## src/rtl/uart_line_monitor_pkg.sv

```systemverilog
// Shared types and constants for the passive 8N1 UART line monitor.
// ASCII words are only consumed when UART_LINE_MONITOR_PASS_FAIL_EN is defined.
package uart_line_monitor_pkg;

    typedef enum logic [2:0] {
        ST_IDLE,
        ST_START,
        ST_DATA,
        ST_STOP,
        ST_BREAK
    } state_e;

    localparam int unsigned DATA_BITS = 8;

    localparam logic [31:0] ASCII_PASS = 32'h5041_5353;
    localparam logic [31:0] ASCII_FAIL = 32'h4641_494C;

endpackage

```

## src/rtl/uart_line_monitor_sync.sv

```systemverilog
// Two-flop synchronizer for asynchronous idle-high inputs.
// Both stages reset to 1 so a released reset never looks like a start edge.
module uart_line_monitor_sync (
    input  logic clk_i,
    input  logic rst_i,
    input  logic d_i,
    output logic q_o
);

    logic [1:0] ff_q;

    always_ff @(posedge clk_i or posedge rst_i) begin
        if (rst_i) begin
            ff_q <= 2'b11;
        end else begin
            ff_q <= {ff_q[0], d_i};
        end
    end

    assign q_o = ff_q[1];

endmodule

```

## src/rtl/uart_line_monitor.sv

```systemverilog
// Passive 8N1 UART decoder with byte/error counters and optional
// PASS/FAIL string detection (macro UART_LINE_MONITOR_PASS_FAIL_EN).
module uart_line_monitor
    import uart_line_monitor_pkg::*;
#(
    parameter int unsigned CLOCK_CYCLES_PER_BIT = 434,
    parameter int unsigned COUNT_WIDTH          = 16
) (
    input  logic                   clock,
    input  logic                   reset,
    input  logic                   uart_line,
    output logic [7:0]             rx_data,
    output logic                   rx_valid,
    output logic                   framing_error,
    output logic                   busy,
    output logic [COUNT_WIDTH-1:0] byte_count,
    output logic [COUNT_WIDTH-1:0] error_count,
    output logic                   test_pass,
    output logic                   test_fail
);

    localparam int unsigned TW = $clog2(CLOCK_CYCLES_PER_BIT);
    localparam logic [TW-1:0] HALF_M1 = TW'(CLOCK_CYCLES_PER_BIT / 2 - 1);
    localparam logic [TW-1:0] BIT_M1  = TW'(CLOCK_CYCLES_PER_BIT - 1);
    localparam logic [2:0]    LAST_BIT = 3'(DATA_BITS - 1);

    logic                   line_s;
    state_e                 state_q;
    logic [TW-1:0]          timer_q;
    logic [2:0]             bit_idx_q;
    logic [7:0]             shift_q;
    logic [7:0]             rx_data_q;
    logic                   rx_valid_q;
    logic                   ferr_q;
    logic [COUNT_WIDTH-1:0] byte_cnt_q;
    logic [COUNT_WIDTH-1:0] err_cnt_q;

    uart_line_monitor_sync u_sync (
        .clk_i (clock),
        .rst_i (reset),
        .d_i   (uart_line),
        .q_o   (line_s)
    );

    always_ff @(posedge clock or posedge reset) begin
        if (reset) begin
            state_q    <= ST_IDLE;
            timer_q    <= '0;
            bit_idx_q  <= '0;
            shift_q    <= '0;
            rx_data_q  <= '0;
            rx_valid_q <= 1'b0;
            ferr_q     <= 1'b0;
            byte_cnt_q <= '0;
            err_cnt_q  <= '0;
        end else begin
            rx_valid_q <= 1'b0;
            ferr_q     <= 1'b0;
            case (state_q)
                ST_IDLE: begin
                    if (!line_s) begin
                        state_q <= ST_START;
                        timer_q <= '0;
                    end
                end
                ST_START: begin
                    // Mid-start-bit check rejects short low glitches
                    if (timer_q == HALF_M1) begin
                        if (line_s) begin
                            state_q <= ST_IDLE;
                        end else begin
                            state_q   <= ST_DATA;
                            timer_q   <= '0;
                            bit_idx_q <= '0;
                        end
                    end else begin
                        timer_q <= timer_q + TW'(1);
                    end
                end
                ST_DATA: begin
                    if (timer_q == BIT_M1) begin
                        timer_q   <= '0;
                        shift_q   <= {line_s, shift_q[7:1]};
                        bit_idx_q <= bit_idx_q + 3'd1;
                        if (bit_idx_q == LAST_BIT) begin
                            state_q <= ST_STOP;
                        end
                    end else begin
                        timer_q <= timer_q + TW'(1);
                    end
                end
                ST_STOP: begin
                    if (timer_q == BIT_M1) begin
                        timer_q <= '0;
                        if (line_s) begin
                            rx_data_q  <= shift_q;
                            rx_valid_q <= 1'b1;
                            if (byte_cnt_q != '1) begin
                                byte_cnt_q <= byte_cnt_q + COUNT_WIDTH'(1);
                            end
                            state_q <= ST_IDLE;
                        end else begin
                            ferr_q <= 1'b1;
                            if (err_cnt_q != '1) begin
                                err_cnt_q <= err_cnt_q + COUNT_WIDTH'(1);
                            end
                            state_q <= ST_BREAK;
                        end
                    end else begin
                        timer_q <= timer_q + TW'(1);
                    end
                end
                ST_BREAK: begin
                    if (line_s) begin
                        state_q <= ST_IDLE;
                    end
                end
                default: begin
                    state_q <= ST_IDLE;
                end
            endcase
        end
    end

    assign rx_data       = rx_data_q;
    assign rx_valid      = rx_valid_q;
    assign framing_error = ferr_q;
    assign busy          = (state_q != ST_IDLE);
    assign byte_count    = byte_cnt_q;
    assign error_count   = err_cnt_q;

`ifdef UART_LINE_MONITOR_PASS_FAIL_EN
    logic [31:0] hist_q;
    logic [31:0] hist_d;
    logic        pass_q;
    logic        fail_q;

    assign hist_d = {hist_q[23:0], rx_data_q};

    always_ff @(posedge clock or posedge reset) begin
        if (reset) begin
            hist_q <= '0;
            pass_q <= 1'b0;
            fail_q <= 1'b0;
        end else if (ferr_q) begin
            hist_q <= '0;
        end else if (rx_valid_q) begin
            hist_q <= hist_d;
            if (hist_d == ASCII_PASS) begin
                pass_q <= 1'b1;
            end
            if (hist_d == ASCII_FAIL) begin
                fail_q <= 1'b1;
            end
        end
    end

    assign test_pass = pass_q;
    assign test_fail = fail_q;
`else
    assign test_pass = 1'b0;
    assign test_fail = 1'b0;
`endif

endmodule
```

## config.mk

```make
export PLATFORM = sky130hd
export DESIGN_NAME = uart_line_monitor
export DESIGN_NICKNAME = d
export VERILOG_FILES = /design/src/rtl/uart_line_monitor_pkg.sv /design/src/rtl/uart_line_monitor_sync.sv /design/src/rtl/uart_line_monitor.sv
export SDC_FILE = /design/constraint.sdc
export NUM_CORES = 1
export LEC_CHECK = 0
export CAP_MARGIN = 5
export CORE_ASPECT_RATIO = 2
export CORE_MARGIN = 10
export CORE_UTILIZATION = 31
export CTS_CLUSTER_SIZE = 14
export DETAILED_ROUTE_END_ITERATION = 8
export PLACE_DENSITY_LB_ADDON = 0.3
export SLEW_MARGIN = 10
export SYNTH_ARGS = -nofsm -noshare
export SYNTH_HDL_FRONTEND = slang
export SYNTH_HIERARCHICAL = 1
export SYNTH_SLANG_ARGS = --single-unit
```

## constraint.sdc

```tcl
create_clock -name clock -period 2.71 [get_ports clock]
set_input_delay 0.4065 -clock clock [delete_from_list [all_inputs] [get_ports clock]]
set_output_delay 0.4065 -clock clock [all_outputs]
set_load 0.01 [all_outputs]
```

==> results of run 1 <==
## power by group through the flow
stage / clock network (mW) / logic [mW] / registers, mW
floorplan: 0 / 0.0211 / 1.02
global placement: 0 / 0.0299 / 1.02
detailed placement: 0 / 0.0305 / 1.02
CTS: 1.17 / 0.0305 / 1.01
global route: 1.22 / 0.0339 / 1.01
finish: 1.14 / 0.0286 / 1.01
## path summary, 6_finish.rpt
kind | to | slack (ns) | cells past startpoint | startpoint
max | busy | 0.47 | 2 | state_q[2]$_DFFE_PP0P_
min | u_sync/ff_q[1]$_DFF_PP1_ | 0.35 | 0 | u_sync/ff_q[0]$_DFF_PP1_
max reg2reg | timer_q[0]$_DFFE_PP0P_ | 0.65 | 7 | timer_q[0]$_DFFE_PP0P_
min reg2reg | u_sync/ff_q[1]$_DFF_PP1_ | 0.35 | 0 | u_sync/ff_q[0]$_DFF_PP1_
max in group asynchronous | rx_data[5]$_DFFE_PP0P_ | 1.92 | 3 | reset
min in group asynchronous | u_sync/ff_q[0]$_DFF_PP1_ | 0.45 | 2 | reset
## worst register-to-register path: cells and delay by family (launching register included)
family                   cells  cell delay (ns)
AO/OA/AOI/OAI                2             0.61
adder cells (fa/ha/maj)      1             0.14
buffers and inverters        1             0.11
flip-flops                   1             0.43
multiplexers                 1             0.30
AND/OR/NAND/NOR              2             0.37
## cells in the mapped netlist (2+ instances only)
| master | instances | share of area |
|---|---|---|
| clkbuf_1 | 4 | 0.0047 |
| nand4_1 | 15 | 0.030 |
| buf_4 | 2 | 0.0047 |
| nor3_1 | 6 | 0.0095 |
| xor2_1 | 9 | 0.025 |
| nand2b_1 | 2 | 0.0039 |
| and3_1 | 3 | 0.0059 |
| inv_1 | 11 | 0.013 |
| dfrtp_1 | 65 | 0.51 |
| or4_1 | 2 | 0.0047 |
| nor4_2 | 2 | 0.0079 |
| a21oi_1 | 8 | 0.013 |
| and4b_2 | 2 | 0.0071 |
| nor3b_2 | 2 | 0.0079 |
| xnor2_1 | 20 | 0.055 |
| o21ai_0 | 8 | 0.013 |
| or3_1 | 2 | 0.0039 |
| nor3b_1 | 3 | 0.0071 |
| nor2_1 | 12 | 0.014 |
| nand2_1 | 48 | 0.057 |
| ha_1 | 7 | 0.028 |
| dfstp_2 | 2 | 0.017 |
| mux2_2 | 12 | 0.043 |
| nand3_1 | 19 | 0.030 |
| mux2i_1 | 4 | 0.013 |
## state kept, by name (all words and copies together), names as in the netlist, 2 cells and up
| register | flops |
|---|---|
| bit_idx_q | 3 |
| u_sync/ff_q | 2 |
| state_q | 3 |
| shift_q | 8 |
| error_count | 16 |
| rx_data | 8 |
| byte_count | 16 |
| timer_q | 9 |
## kinds of logic (layout without fill, tap and decap cells)
kind of cell / count (synthesis) / count (layout) / share of synthesized area
flip-flops: 67 / 67 / 0.5292
buffers and inverters: 20 / 75 / 0.02878
AND/OR/NAND/NOR: 129 / 129 / 0.2271
adder cells (fa/ha/maj): 7 / 7 / 0.02760
AO/OA/AOI/OAI: 27 / 27 / 0.05088
other: 1 / 2 / 0.001182
XOR/XNOR: 29 / 29 / 0.08005
multiplexers: 16 / 16 / 0.05521
## placed cells by master, fill, tap and decap left out, drive strengths merged, types with 3 or more instances in the layout
cell type / count
a21oi: 9
and3: 3
clkbuf: 11
clkdlybuf4s50: 45
clkinv: 4
dfrtp: 65
ha: 7
inv: 11
mux2: 12
mux2i: 4
nand2: 48
nand3: 19
nand4: 15
nor2: 12
nor3: 7
nor3b: 5
nor4: 3
o21ai: 9
xnor2: 20
xor2: 9
## cell type report
type                    count  share of cell area
flip-flops and latches     67              0.4123
inverters                  12             0.01106
clock inverters             5             0.01290
clock buffers              11             0.05960
repair buffers             47              0.1174
multi-input cells         210              0.3453
well taps                 135             0.04147
## stage by stage
stage                     std cells  total power, mW  utilization
after CTS                       487            2.211       0.4038
after global placement          471            1.054       0.3746
after global routing            487            2.265       0.4038
final                           487            2.172       0.4038
after detailed placement        471            1.055       0.3746
after floorplan                 297            1.043            -
## routing by layer
metal / global-route usage / part of all wire / up-vias
met3: 0.03310 / 0.058 / 12
met4: 0.05516 / 0.023 / 0
met5: 0 / 0 / -
li1: - / - / 1134
met1: 0.1056 / 0.39 / 1141
met2: 0.1715 / 0.53 / 57
==> summary.txt, run 1 <==
Clock tree
  – Clk root buf: clkbuf_16
  – Reg clk slew, reported paths: approximately 0.050 ns
  – Post-CTS Setup Inserts: 0
  – Hold-fix buffers, CTS: 0
  – CTS sink cnt: 67
  – CTS Buf Count: 9
  – Post_cts resized: 0
  – Clock Latency Late Sink: about 0.33 ns
  – Clock Path Buffers: 2
  – CTS H-Tree Depth: 3
  – CTS tree: done

STA
  – Setup TNS: 0 ns
  – Max Freq: between 400 and 500 MHz
  – Fin. max-slew vios: 0
  – Final WS setup: between 0.4 and 0.5 ns
  – Final period utilization: 0.8281
  – Minimum clock period: roughly 2.2 ns
  – Fin Hold WS: around 0.35 ns
  – Final setup viols: 0
  – Post-Route Skew: approximately 0.0063 ns
  – RSZ-0062 raised after global routing: false
  – Final hold vios: 0
  – Slew headroom: 0.5877
  – Slew @ Worst Pin: between 0.6 and 0.7 ns

Setup path
  – CP required: roughly 2.3 ns
  – Endpoint type of the worst setup path: output port
  – Slowest CP cell: dfrtp_1
  – Startpoint Class: register
  – Family with the most delay on the worst path: flip-flops
  – Crit path max fanout: 17
  – Crit-path max cell delay: around 0.57 ns
  – Critical path class: reg -> out
  – CP arrival: around 1.8 ns
  – Worst-path cell chain: or3_1, clkdlybuf4s50_1
  – Worst path bufs/invs: 1

Detailed routing
  – Post-route ant nets: 0
  – Routed WL: 6929 um
  – Via count: ~2300
  – Vias per inst: 4.813
  – DRC viols: 0
  – Detailed Routing Iterations Pass 1: 4
  – WL per Instance: around 14 um
  – DR iter-0 viols: 73

Power
  – Int Power: approximately 1.7 mW
  – Leak: ~1.8 nW
  – Clock power frac: 0.523
  – Switching Power: between 400 and 500 uW
  – Combinational share of power: 0.013
  – Sequential share of power: 0.463
  – Sw Share: 0.1978
  – Maximum VDD drop: between 0.2 and 0.3 mV
  – Pwr/cell area: 533.3 nW/um2

Finish
  – Design area: about 4000 um2
  – Total Nets Final: 357
  – Share of cells above drive strength 1: 0.1307
  – Final antenna diode count: 0
  – Final-layout fill cell count: around 990
  – Reg area: roughly 1700 um2
  – Synth-to-Final Area Change: 28.35%
  – Multi-input gate area: roughly 1400 um2

Global routing
  – Vias in the first global route: 2460
  – Largest net degree at the start of global routing: between 60 and 70
  – Total GRT Usage: 0.1003
  – Initial antenna violation count: 0
  – GRT overflow: 0
  – First-pass GRT wire length: approximately 12000 um

Synthesis
  – YS warnings: 6
  – FF+latch count, synth: between 60 and 70
  – Synth Area per Inst: 10.72 um2
  – EDFF count, synth: 0
  – Mapped cell area: roughly 3200 um2
  – Asr flop ratio synth: 1.000
  – Sequential area share after synthesis: 0.5292
  – Ys flop type: dfrtp_1
  – Synth unique cells: 51
  – Post-synthesis cell count: 296

Die
  – Die X: slightly above 90 um
  – Core Region: between 10000 and 15000 um2
  – Rows: 52
  – Total die area: 14930 um2
  – Initial Utilization: 0.3146
  – IO Pins: 48
  – Die H: approximately 160 um

Place
  – Detailed placement HPWL: 5137 um
  – Setup slack at placement: between 0.6 and 0.7 ns
  – Port bufs: 45
  – GPL Wtd Cong: around 0.8
  – DP Area: roughly 3800 um2

Job
  – Number of max-cap violations: 0

Worst hold path
  – Worst hold path class: reg -> reg

Outcome
  – Status: complete, no violations
(Power assumes the default switching activity.)
==> run 2, diff against run 1 <==
Clock period 2.71 ns to 2.2 ns, I/O delays scaled along.
==> run 2 against run 1 <==
Sequential power increased by 23%. Global-route usage down 0.088 points. Die area unchanged. Cell area up 0.52%. Via count rose by 0.68%. Combinational power up 21%. First-iteration DRC count up 45%. Sequential share of layout area shrank 0.21 points. Clock power grew 14%.
==> summary.txt, run 2 (synthesis gave the netlist of run 1 again) <==
Outcome
  – Status: complete, no violations

Global routing
  – Total GRT Usage: 0.09941
  – GRT overflow: 0
  – Initial antenna violation count: 0
  – Largest net degree at the start of global routing: 66
  – First-pass GRT wire length: between 10000 and 15000 um
  – Vias in the first global route: around 2400

STA
  – Slew @ Worst Pin: slightly above 0.5 ns
  – Max Freq: 489.2 MHz
  – Minimum clock period: a little over 2 ns
  – RSZ-0062 raised after global routing: false
  – Final hold vios: 0
  – Setup TNS: 0 ns
  – Slew headroom: 0.6598
  – Final period utilization: 0.9292
  – Fin. max-slew vios: 0
  – Post-Route Skew: ~0.0064 ns
  – Final setup viols: 0

Finish
  – Highest-count cells in the layout ignoring fill and taps: 65 x dfrtp_1, 48 x nand2_1, 45 x clkdlybuf4s50_1
  – Total Nets Final: roughly 360
  – Final Instance Count excl. Fillers: just under 500
  – Most common cell after layout, fill and taps aside: dfrtp_1
  – Share of cells above drive strength 1: 0.1429
  – Final antenna diode count: 0
  – Post-Route Utilization: 0.4060
  – Synth-to-Final Area Change: 29.02%

Setup path
  – Worst reg2reg endpoint: error_count[1]$_DFFE_PP0P_
  – CP arrival: ~1.7 ns
  – Slowest CP cell: clkdlybuf4s50_1
  – Worst path bufs/invs: 1
  – Endpoint type of the worst setup path: output port
  – Family with the most delay on the worst path: buffers and inverters
  – Critical path class: reg -> out
  – CP required: 1.87 ns
  – Crit path max fanout: 7
  – Worst-path cell chain: or3_1, clkdlybuf4s50_1
  – FF-to-FF Start: timer_q[1]$_DFFE_PP0P_
  – Reg-to-reg slack, setup: approximately 0.16 ns
  – Startpoint Class: register
  – R2r worst-path depth: 6
  – Crit-path max cell delay: ~0.5 ns

Job
  – Number of max-cap violations: 0

Clock tree
  – Reg clk slew, reported paths: about 0.06 ns
  – Clock Path Buffers: 2
  – Hold-fix buffers, CTS: 0
  – CTS H-Tree Depth: 3
  – Post-CTS Setup Inserts: 0
  – Clk root buf: clkbuf_16
  – CTS tree: done
  – CTS Buf Count: 9
  – CTS sink cnt: 67
  – Clock Latency Late Sink: roughly 0.33 ns

Place
  – Detailed placement HPWL: roughly 5300 um
  – Placed instance count: around 480
  – GPL Wtd Cong: between 0.8 and 0.9
  – Port bufs: 45

Worst hold path
  – Hold endpoint: u_sync/ff_q[1]$_DFF_PP1_
  – Min-delay src: u_sync/ff_q[0]$_DFF_PP1_
  – Worst hold path class: reg -> reg
  – Worst Hold Path Cells: 0

Die
  – Rows: 52
  – Initial Utilization: 0.3146
  – Core Region: between 10000 and 15000 um2
  – Die H: 163.1 um
  – Total die area: between 10000 and 15000 um2
  – IO Pins: 48
  – Die X: about 92 um

Detailed routing
  – DRC viols: 0
  – Post-route ant nets: 0
  – WL per Instance: 14.17 um
  – Via count: 2360
  – Vias per inst: ~4.8
  – DR iter-0 viols: 106
  – Routed WL: between 6000 and 7000 um
  – Detailed Routing Iterations Pass 1: 4

Power
  – Pwr/cell area: 628.6 nW/um2
  – Maximum VDD drop: about 0.33 mV
  – Leak: ~1.8 nW
  – Design Power: approximately 2.6 mW
[run 2: changes by cell type in the layout (fill, tap and decap cells not counted)]
cell,before,now
nor3b_2,2,3
buf_4,1,6
clkbuf_1,1,2
nor3b_1,3,2
bufinv_16,1,0
clkinv_2,3,1
clkinvlp_4,1,3
[run 2: report_power, final]
part	total [mW]	switching [mW]	internal, mW
clock network	1.30	0.508	0.791
logic	0.0347	0.0262	0.00848
registers	1.24	0.00335	1.24
[run 2: stage by stage]
stage | cell area (um2) | setup WS (ns) | hold slack, ns
after floorplan | 3177 | 0.2435 | 0.2415
after global placement | 3815 | 0.1585 | 0.3467
after detailed placement | 3815 | 0.1478 | 0.3551
after CTS | 4089 | 0.1276 | 0.3622
after global routing | 4094 | 0.02474 | 0.3683
final | 4094 | 0.1557 | 0.3598
[run 2: layout make-up]
| cell class | count | area [um2] |
|---|---|---|
| Clock inverter | 4 | 27.53 |
| Clock buffer | 12 | 246.5 |
| Multi-Input combinational cell | 210 | 1411 |
| Fill cell | 1005 | 5991 |
| Tap cell | 135 | 168.9 |
| Sequential cell | 67 | 1679 |
| Timing Repair Buffer | 52 | 515.5 |
| Inverter | 12 | 45.04 |
[run 2: worst max path at each step]
| stage | from | end | slack, ns | depth (start not counted) |
|---|---|---|---|---|
| after global routing | timer_q[1]$_DFFE_PP0P_ | byte_count[15]$_DFFE_PP0P_ | 0.02 | 7 |
| after CTS | state_q[2]$_DFFE_PP0P_ | busy | 0.13 | 2 |
| final | state_q[2]$_DFFE_PP0P_ | busy | 0.16 | 2 |
| after detailed placement | timer_q[1]$_DFFE_PP0P_ | error_count[1]$_DFFE_PP0P_ | 0.15 | 6 |
| after global placement | timer_q[1]$_DFFE_PP0P_ | error_count[1]$_DFFE_PP0P_ | 0.16 | 6 |
| after floorplan | reset | bit_idx_q[0]$_DFFE_PP0P_ | 0.24 | 1 |
[run 2: worst reg2reg max path, stage by stage, from the launching register on]
cell and delay [ns]:
dfrtp_1 0.42, inv_1 0.10, ha_1 0.13, and4b_2 0.30, nand4b_4 0.15, nor2_1 0.44
mux2_2 0.39
[run 2: layer usage]
layer,GRT usage,vias to the layer above,share of wire
met5,0,-,0
li1,-,1139,-
met1,0.1036,1159,0.39
met4,0.05014,0,0.021
met3,0.03080,11,0.045
met2,0.1748,51,0.54
[run 2: repair_timing]
action,CTS,global route
setup endpoints to repair,0,2
endpoints found under the hold margin,0,0
resized for setup,0,1
